<file path="config.mk">
export PLATFORM = sky130hd
export DESIGN_NAME = sdram_arbiter
export DESIGN_NICKNAME = d
export VERILOG_FILES = /design/src/rtl/sdram_arbiter.sv
export SDC_FILE = /design/constraint.sdc
export NUM_CORES = 1
export LEC_CHECK = 0
export ABC_CLOCK_PERIOD_IN_PS = 11780
export BUFFER_PORTS_ARGS = -buffer_cell sky130_fd_sc_hd__buf_2
export CAP_MARGIN = 10
export CORE_AREA = 3 3 221 223
export DETAILED_ROUTE_END_ITERATION = 6
export DIE_AREA = 0 0 224 226
export PLACE_DENSITY_LB_ADDON = 0.12
export REMOVE_ABC_BUFFERS = 1
export SYNTH_ARGS = -nofsm -noshare
export SYNTH_HDL_FRONTEND = slang
export SYNTH_SLANG_ARGS = --single-unit
</file>
<file path="constraint.sdc">
create_clock -name clock -period 11.78 [get_ports clock]
set_clock_uncertainty 0.1 [all_clocks]
set_input_delay 2.356 -clock clock [delete_from_list [all_inputs] [get_ports clock]]
set_output_delay 2.356 -clock clock [all_outputs]
set_load 0.1 [all_outputs]
</file>
<file path="src/rtl/sdram_arbiter.sv">
// sdram_arbiter: two-port round-robin arbiter onto one 64-bit Avalon-MM SDRAM port.
// Ports: clock/reset; p0_*/p1_* requester slaves; sd_* SDRAM master; debug_value status.
module sdram_arbiter #(
  parameter int TRACK_DEPTH = 8,
  parameter int TRACK_AW    = 3
) (
  input  logic        clock,
  input  logic        reset,

  input  logic [28:0] p0_address,
  input  logic [7:0]  p0_burstcount,
  input  logic        p0_read,
  input  logic        p0_write,
  input  logic [63:0] p0_writedata,
  input  logic [7:0]  p0_byteenable,
  output logic        p0_waitrequest,
  output logic [63:0] p0_readdata,
  output logic        p0_readdatavalid,

  input  logic [28:0] p1_address,
  input  logic [7:0]  p1_burstcount,
  input  logic        p1_read,
  input  logic        p1_write,
  input  logic [63:0] p1_writedata,
  input  logic [7:0]  p1_byteenable,
  output logic        p1_waitrequest,
  output logic [63:0] p1_readdata,
  output logic        p1_readdatavalid,

  output logic [28:0] sd_address,
  output logic [7:0]  sd_burstcount,
  output logic        sd_read,
  output logic        sd_write,
  output logic [63:0] sd_writedata,
  output logic [7:0]  sd_byteenable,
  input  logic        sd_waitrequest,
  input  logic [63:0] sd_readdata,
  input  logic        sd_readdatavalid,

  output logic [31:0] debug_value
);

  typedef enum logic [1:0] {
    IDLE   = 2'd0,
    CMD    = 2'd1,
    WBURST = 2'd2
  } state_t;

  localparam logic [TRACK_AW:0] FULL_CNT =
    (TRACK_AW+1)'(TRACK_DEPTH);

  state_t state;
  state_t state_nx;

  logic grant;
  logic grant_nx;
  logic last_grant;
  logic last_grant_nx;
  logic [7:0] beats_left;
  logic [7:0] beats_left_nx;

  // Granted-port view of the request bus
  logic [28:0] g_address;
  logic [7:0]  g_burst;
  logic [7:0]  g_bc;
  logic        g_read;
  logic        g_write;
  logic [63:0] g_wdata;
  logic [7:0]  g_be;

  assign g_address = grant ? p1_address    : p0_address;
  assign g_burst   = grant ? p1_burstcount : p0_burstcount;
  assign g_read    = grant ? p1_read       : p0_read;
  assign g_write   = grant ? p1_write      : p0_write;
  assign g_wdata   = grant ? p1_writedata  : p0_writedata;
  assign g_be      = grant ? p1_byteenable : p0_byteenable;
  assign g_bc      = (g_burst == 8'd0) ? 8'd1 : g_burst;

  assign sd_address    = g_address;
  assign sd_burstcount = g_bc;
  assign sd_writedata  = g_wdata;
  assign sd_byteenable = g_be;

  // Outstanding-read tracking FIFO: {port id, burst length}
  logic                fifo_id  [TRACK_DEPTH];
  logic [7:0]          fifo_len [TRACK_DEPTH];
  logic [TRACK_AW-1:0] wr_ptr;
  logic [TRACK_AW-1:0] rd_ptr;
  logic [TRACK_AW:0]   count;
  logic [7:0]          head_beats;
  logic [15:0]         orphan_count;

  logic empty;
  logic full;
  logic head_id;
  logic [7:0] head_len;
  logic beat;
  logic pop;
  logic push;
  logic room;
  logic elig0;
  logic elig1;

  assign empty    = (count == '0);
  assign full     = (count == FULL_CNT);
  assign head_id  = fifo_id[rd_ptr];
  assign head_len = fifo_len[rd_ptr];
  assign beat     = sd_readdatavalid & ~empty;
  assign pop      = beat & (head_beats == head_len - 8'd1);

  // A pop in this cycle frees the slot a new read would need.
  assign room  = ~full | pop;
  assign elig0 = p0_write | (p0_read & room);
  assign elig1 = p1_write | (p1_read & room);

  assign p0_readdata      = sd_readdata;
  assign p1_readdata      = sd_readdata;
  assign p0_readdatavalid = beat & ~head_id;
  assign p1_readdatavalid = beat & head_id;

  always_comb begin
    state_nx       = state;
    grant_nx       = grant;
    last_grant_nx  = last_grant;
    beats_left_nx  = beats_left;
    push           = 1'b0;
    sd_read        = 1'b0;
    sd_write       = 1'b0;
    p0_waitrequest = 1'b1;
    p1_waitrequest = 1'b1;

    unique case (state)
      IDLE: begin
        if (elig0 && elig1) begin
          grant_nx = ~last_grant;
          state_nx = CMD;
        end else if (elig0) begin
          grant_nx = 1'b0;
          state_nx = CMD;
        end else if (elig1) begin
          grant_nx = 1'b1;
          state_nx = CMD;
        end
      end

      CMD: begin
        // A port asserting both strobes is treated as a read.
        sd_read  = g_read;
        sd_write = g_write & ~g_read;
        if (grant) p1_waitrequest = sd_waitrequest;
        else       p0_waitrequest = sd_waitrequest;

        if (!g_read && !g_write) begin
          state_nx = IDLE;
        end else if (!sd_waitrequest) begin
          if (g_read) begin
            push          = 1'b1;
            last_grant_nx = grant;
            state_nx      = IDLE;
          end else if (g_bc == 8'd1) begin
            last_grant_nx = grant;
            state_nx      = IDLE;
          end else begin
            beats_left_nx = g_bc - 8'd1;
            state_nx      = WBURST;
          end
        end
      end

      WBURST: begin
        sd_write = g_write;
        if (grant) p1_waitrequest = sd_waitrequest;
        else       p0_waitrequest = sd_waitrequest;

        if (g_write && !sd_waitrequest) begin
          beats_left_nx = beats_left - 8'd1;
          if (beats_left == 8'd1) begin
            last_grant_nx = grant;
            state_nx      = IDLE;
          end
        end
      end

      default: begin
        state_nx = IDLE;
      end
    endcase
  end

  always_ff @(posedge clock) begin
    if (reset) begin
      state      <= IDLE;
      grant      <= 1'b0;
      last_grant <= 1'b1;
      beats_left <= 8'd0;
    end else begin
      state      <= state_nx;
      grant      <= grant_nx;
      last_grant <= last_grant_nx;
      beats_left <= beats_left_nx;
    end
  end

  always_ff @(posedge clock) begin
    if (push) begin
      fifo_id[wr_ptr]  <= grant;
      fifo_len[wr_ptr] <= g_bc;
    end
  end

  always_ff @(posedge clock) begin
    if (reset) begin
      wr_ptr       <= '0;
      rd_ptr       <= '0;
      count        <= '0;
      head_beats   <= 8'd0;
      orphan_count <= 16'd0;
    end else begin
      if (push) wr_ptr <= wr_ptr + 1'b1;
      if (pop)  rd_ptr <= rd_ptr + 1'b1;

      if (push && !pop)      count <= count + 1'b1;
      else if (pop && !push) count <= count - 1'b1;

      if (pop)       head_beats <= 8'd0;
      else if (beat) head_beats <= head_beats + 8'd1;

      if (sd_readdatavalid && empty && orphan_count != 16'hFFFF)
        orphan_count <= orphan_count + 16'd1;
    end
  end

  assign debug_value = {state, grant, last_grant, 6'(count),
                        6'b0, orphan_count};

endmodule
</file>
Yosys cells after proc, flatten, opt, wreduce, memory -nomap -nowiden. Memory sizes are Yosys's and may differ from the RTL's. A register that Yosys moved wholly into a read port is not among the register bits. Cells that the tools add are included.

Shift-type cells: 0. Eq/ne operators: 16. Divide/modulo/power cells: 0. $add $sub $neg: 9. $mul: 0. Reductions and logical operators: 24. Order comparisons: 0. Mux-type cells: 51. Bitwise gates (word level): 15.

Operators by type and width (number): $mux W64 (1); $mux W8 (8); $mux W29 (1); $sub A8 B1 Y8 const B (3); $mux W1 (22); $mux W2 (9); $add A16 B1 Y16 const B (1); $eq A8 B1 Y1 const B (2); $ne A16 B16 Y1 const B (1); $pmux W8 S2 (1); $mux W3 (4); $ne A2 B2 Y1 const B (6); $reduce_and A6 Y1 (2); $add A8 B1 Y8 const B (1); $eq A8 B8 Y1 (1); $logic_not A8 Y1 (1); $mux W4 (2); $and A1 B1 Y1 (7); $logic_and A1 B1 Y1 (7); $add A3 B1 Y3 const B (2); $ne A3 B3 Y1 const B (2); $pmux W2 S3 (1); $logic_not A1 Y1 (5); $not A1 Y1 (5); other kinds (15) (20).

Bits in read-only memories: 0. Latch bits: 0. Bits of input ports: 290. Flip-flop bits (word level): 46. Logic and storage cells: 126. Memories: 2. Output and inout port bits: 275. RAM bits: 72.

Memory list: fifo_len (depth 8, width 8, read ports 1, clocked after Yosys merged registers in 1, write ports 1, line 86) `logic [7:0] fifo_len [TRACK_DEPTH];`; fifo_id (depth 8, width 1, read ports 1, clocked after Yosys merged registers in 1, write ports 1, line 85) `logic fifo_id [TRACK_DEPTH];`.

Longest topological paths before layout.
Depth after elaboration: 11. Mapped depth: 20. Mapped depth without buffers: 18.

Worst setup path after synthesis. No wires, ideal clock.

Kind: input port to output port. Start point: input port p1_burstcount[2]. End point: output port sd_burstcount[0]. Cell stages on the path: 4. Data required time: 9.324 ns. Data arrival time: 4.484 ns. Buffers on the path: 0. Slack: 4.840 ns. Path through: mux2i_1 > inv_1 > nor3_1 > a221o_1.

Longest elaborated chain between the ends: 3.

Ends and longest elaborated chain: from (decl) (line 21) `input logic [7:0] p1_burstcount,`; $mux W8 (line 72) `assign g_burst = grant ? p1_burstcount : p0_burstcount;`; $logic_not A8 Y1 (line 77) `assign g_bc = (g_burst == 8'd0) ? 8'd1 : g_burst;`; $mux W8 (line 77); to (decl) (line 31) `output logic [7:0] sd_burstcount,`.

No other way between the ends.

Worst setup path after layout.
Start point: input port p1_burstcount[5]. End point: output port sd_burstcount[0].

Same word-level chain as after synthesis.

==> impl.org <==
** Floorplan
- Number of standard-cell rows in the floorplan :: 79
- Measured along the y axis, the die boundary spans 226 um.
- Overall die area :: 0.0506 mm^2
- between 500 and 600 I/O pins were placed.
- Starting utilization of the core area :: 0.173
- Core area :: 0.0468 mm^2
- In this run the horizontal extent of the chip is around 220 um.

** GRT
- Pin count of the biggest net entering global routing :: 60
- Vias in the first global route :: 6710
- For this run the aggregate overflow at the end of global routing stands at 0.
- The first global-routing pass estimated between 50000 and 60000 um of wire.
- Across every metal layer, demand over resource in global routing totals 0.175.
- The initial antenna violation count is 14.

** Yosys
- Number of synthesized flops with an enable pin :: 72
- Mean area per synthesized cell :: 10.7 um^2
- Cell Area, Synth :: about 0.0081 mm^2
- Synthesis produced a netlist whose cell count is roughly 750.
- For this run, asynchronously set or reset flops after synthesis account for 0.
- For this run, the number of Yosys warnings is 0.
- Dominant cell type by area after synthesis :: edfxtp_1
- For this run, the leading register cell type out of synthesis is edfxtp_1.
- Biggest area contributors in the synthesized netlist :: edfxtp_1 (27%), mux2_2 (14%), buf_4 (13%), dfxtp_1 (12%), mux4_2 (4.5%)
- Distinct cell type count after synthesis :: 64
- Of the synthesized area, sequential elements account for 0.388.
- In this run, synthesis produced a sequential element count of 121.
- Fraction of post-synthesis cell area in the top cell type by area :: 0.267

** Critical path
- The worst register-to-register path has a setup slack of 6860 ps.
- In this run the worst path has a maximum fanout of 11.
- The endpoint identified for the worst register-to-register timing path is count[3].
- The signal on the critical path passes through buf_2, mux2i_1, o211ai_1, nor3_1, a221o_1, buf_2.
- STA classifies the critical path startpoint as an input pin.
- At the worst endpoint, the arrival time is approximately 4700 ps.
- Slowest Stage Delay on Critical Path :: around 660 ps
- Type of element capturing the critical path :: primary output
- Dominant delay contributor by cell family on the critical path :: compound AO/OA/AOI/OAI gates
- Setup CP Type :: input pin to primary output
- In this run the worst setup path terminates at sd_burstcount[0].
- The critical path contains buffers and inverters numbering 2 combined.
- By instance count, the cell type seen most on the critical path is buf_2.
- Critical Path Source :: p1_burstcount[5]
- Depth of the most critical reg-to-reg path :: 19
- Slowest stage cell, crit path :: mux2i_1
- Counting buffers and inverters, the worst setup path is 6 cells deep.
- Required time of the worst setup path :: roughly 9300 ps

** Clock tree
- In this run, post-CTS repair resized a total of 0 instances.
- After clock tree synthesis, the clock-pin slew on the worst setup and hold paths is ~60 ps.
- Maximum clock insertion buffer count :: 2
- The later pin in the worst-skew pair is clocked with a latency of 420 ps.
- Sink count of the clock tree :: between 100 and 150
- Post-CTS Hold Buffers :: 0
- CTS built an H-tree with a depth of 4.
- Clock tree from TritonCTS :: done
- TritonCTS Buffers :: 17
- The cell sitting at the root of the clock tree is a clkbuf_16.
- Post-CTS timing repair inserted 0 buffers for setup.

** Layout
- Synth-to-layout area growth :: 26.7%
- After the last flow step, the layout net total stands at 1291.
- After routing the design area is a little over 0.01 mm^2.
- Commonest cells after routing, fill and taps aside :: buf_2 (364), mux2_2 (104), edfxtp_1 (72)
- Fraction of final layout cells sized beyond drive strength 1 :: 0.543
- For this run, the share of the core covered by cells in the final layout is 0.219.
- Leaving out fill and tap cells, the most frequent cell in the layout is buf_2.

** STA
- Setup repair after global routing missed its margin :: false
- Setup-failing EPs final :: 0
- Maximum achievable frequency :: between 0.1 and 0.15 GHz
- At the pin with the least slew margin, the transition time is 849 ps.
- The hold violation total from the final report was 0.
- Final worst setup slack :: approximately 4600 ps
- In the finished design, the share of the clock period the worst path needs comes to 0.609.
- Worst slew margin :: 0.418
- Across all hold checks on the routed design, the worst slack comes to about 380 ps.
- In the final timing run, aggregate negative setup slack is 0 ps.
- The number of slew-limit violations in the final report is 0.
- Subtracting the final worst setup slack from the clock period gives ~7200 ps.

** Route
- Per-cell via count in the routed design :: roughly 4.2
- Dividing the detail-routed wire length by the instance count gives between 20 and 30 um.
- Via total after detailed routing :: roughly 6700
- Drt pass-1 iters :: 6
- In the routed design, unresolved DRC markers number 0.
- Number of violations reported at the end of detailed-routing iteration 0 :: around 360
- Antenna-violating nets left :: 0
- After detailed routing, the total wire length is 45500 um.

** Power and ir drop
- Across the VDD grid, the largest voltage drop is around 0.10 mV.
- In this run the static leakage power is 0.00413 uW.
- Total power density per cell area :: between 150 and 200 mW/mm^2

** Worst hold path
- The tightest min-delay check is of the flip-flop to flip-flop type.

** Placement
- Quantity of I/O buffers inserted on ports :: approximately 360
- At the placement stage, the worst setup path has a slack of about 4500 ps.
- Final estimated routing congestion in global placement :: 0.788
- Summing all placed instances gives a cell area of ~0.0096 mm^2.
- Final HPWL from detailed placement :: roughly 38000 um

** Run status
- The run finished with clean final reports.

** Run
- Max-cap viol count :: 0
-- layer usage --
layer  part of all wire  vias up  wire [um]  global-route usage
li1                   -     3006          -                   -
met3               0.11       27       4900              0.0884
met1               0.50     3234      22700               0.257
met5             0.0043        -        195              0.0484
met2               0.38      416      17400               0.224
met4             0.0067        6        304              0.0219
-- cell type report --
cell class / instances / area [um^2]
sequential: 121 / 3150
antenna: 5 / 12.5
tap: 607 / 759
clock inverter: 15 / 191
clock buffer: 17 / 425
timing repair buffer: 379 / 1930
multi-input combinational: 447 / 3710
inverter: 19 / 71.3
fill: 5158 / 36500
-- through the flow --
step,std cells,total power (uW)
final,1610,1680
after global routing,1606,1740
after CTS,1605,1700
after detailed placement,1573,1140
after global placement,1573,1140
after floorplan,587,978
-- where the power goes --
part           internal [uW]  leakage [uW]  total (uW)  switching [uW]
Combinational            132       0.00278         651             520
Clock                    338      0.000302         549             211
Sequential               461       0.00105         476            14.6
-- tightest hold or removal path, delay by kind of cell, from the launching register on --
| kind | cells | cell delay (ps) |
|---|---|---|
| AOI/OAI and AO/OA | 1 | 50 |
| DFF | 1 | 320 |
| and+or+nand+nor | 1 | 60 |
-- registers in the layout (all words and copies together) (netlist names), named ones only --
register,flops
orphan_count,16
last_grant,1
fifo_id,8
head_beats,8
rd_ptr,3
grant,1
fifo_len,64
wr_ptr,3
beats_left,8
count,4
state,2
-- cells by family (layout without fill, tap and decap cells) --
family | Yosys count | count (layout) | share of synthesized area
AO/OA/AOI/OAI | 70 | 70 | 0.0581
buffers and inverters | 192 | 430 | 0.157
XOR/XNOR | 37 | 37 | 0.0400
flip-flops | 121 | 121 | 0.388
multiplexers | 144 | 144 | 0.226
other | 1 | 13 | 0.000463
AND/OR/NAND/NOR | 172 | 172 | 0.104
adder cells (fa/ha/maj) | 16 | 16 | 0.0257
-- worst min-delay path by stage --
stage	start	to	slack, ps	cells after the start
after floorplan	beats_left[1]	beats_left[1]	340	2
after global placement	beats_left[1]	beats_left[1]	370	2
after detailed placement	beats_left[1]	beats_left[1]	370	2
after CTS	beats_left[1]	beats_left[1]	380	2
after global routing	beats_left[1]	beats_left[1]	400	2
final	beats_left[1]	beats_left[1]	380	2
-- synthesized netlist by cell type, types with 3 or more instances --
| cell | n |
|---|---|
| nand2_1 | 34 |
| nand3b_1 | 3 |
| buf_4 | 140 |
| nor3_1 | 10 |
| mux2i_1 | 18 |
| inv_1 | 19 |
| a22oi_1 | 3 |
| clkbuf_1 | 20 |
| o21a_1 | 3 |
| ha_1 | 15 |
| nor4_1 | 3 |
| o22ai_1 | 5 |
| a21oi_1 | 14 |
| nand2b_1 | 10 |
| xor2_1 | 21 |
| mux2_2 | 104 |
| xnor2_1 | 16 |
| buf_2 | 4 |
| buf_6 | 3 |
| buf_1 | 6 |
| nand4_1 | 10 |
| edfxtp_1 | 72 |
| nor3b_1 | 3 |
| and2_1 | 4 |
| a211oi_1 | 4 |
| dfxtp_1 | 49 |
| nand3_1 | 17 |
| nor2_1 | 55 |
| or3_1 | 4 |
| mux4_2 | 16 |
| mux2i_4 | 4 |
| o21ai_0 | 15 |
| o211ai_1 | 4 |
| nor2b_1 | 8 |
(Power assumes the default switching activity.)
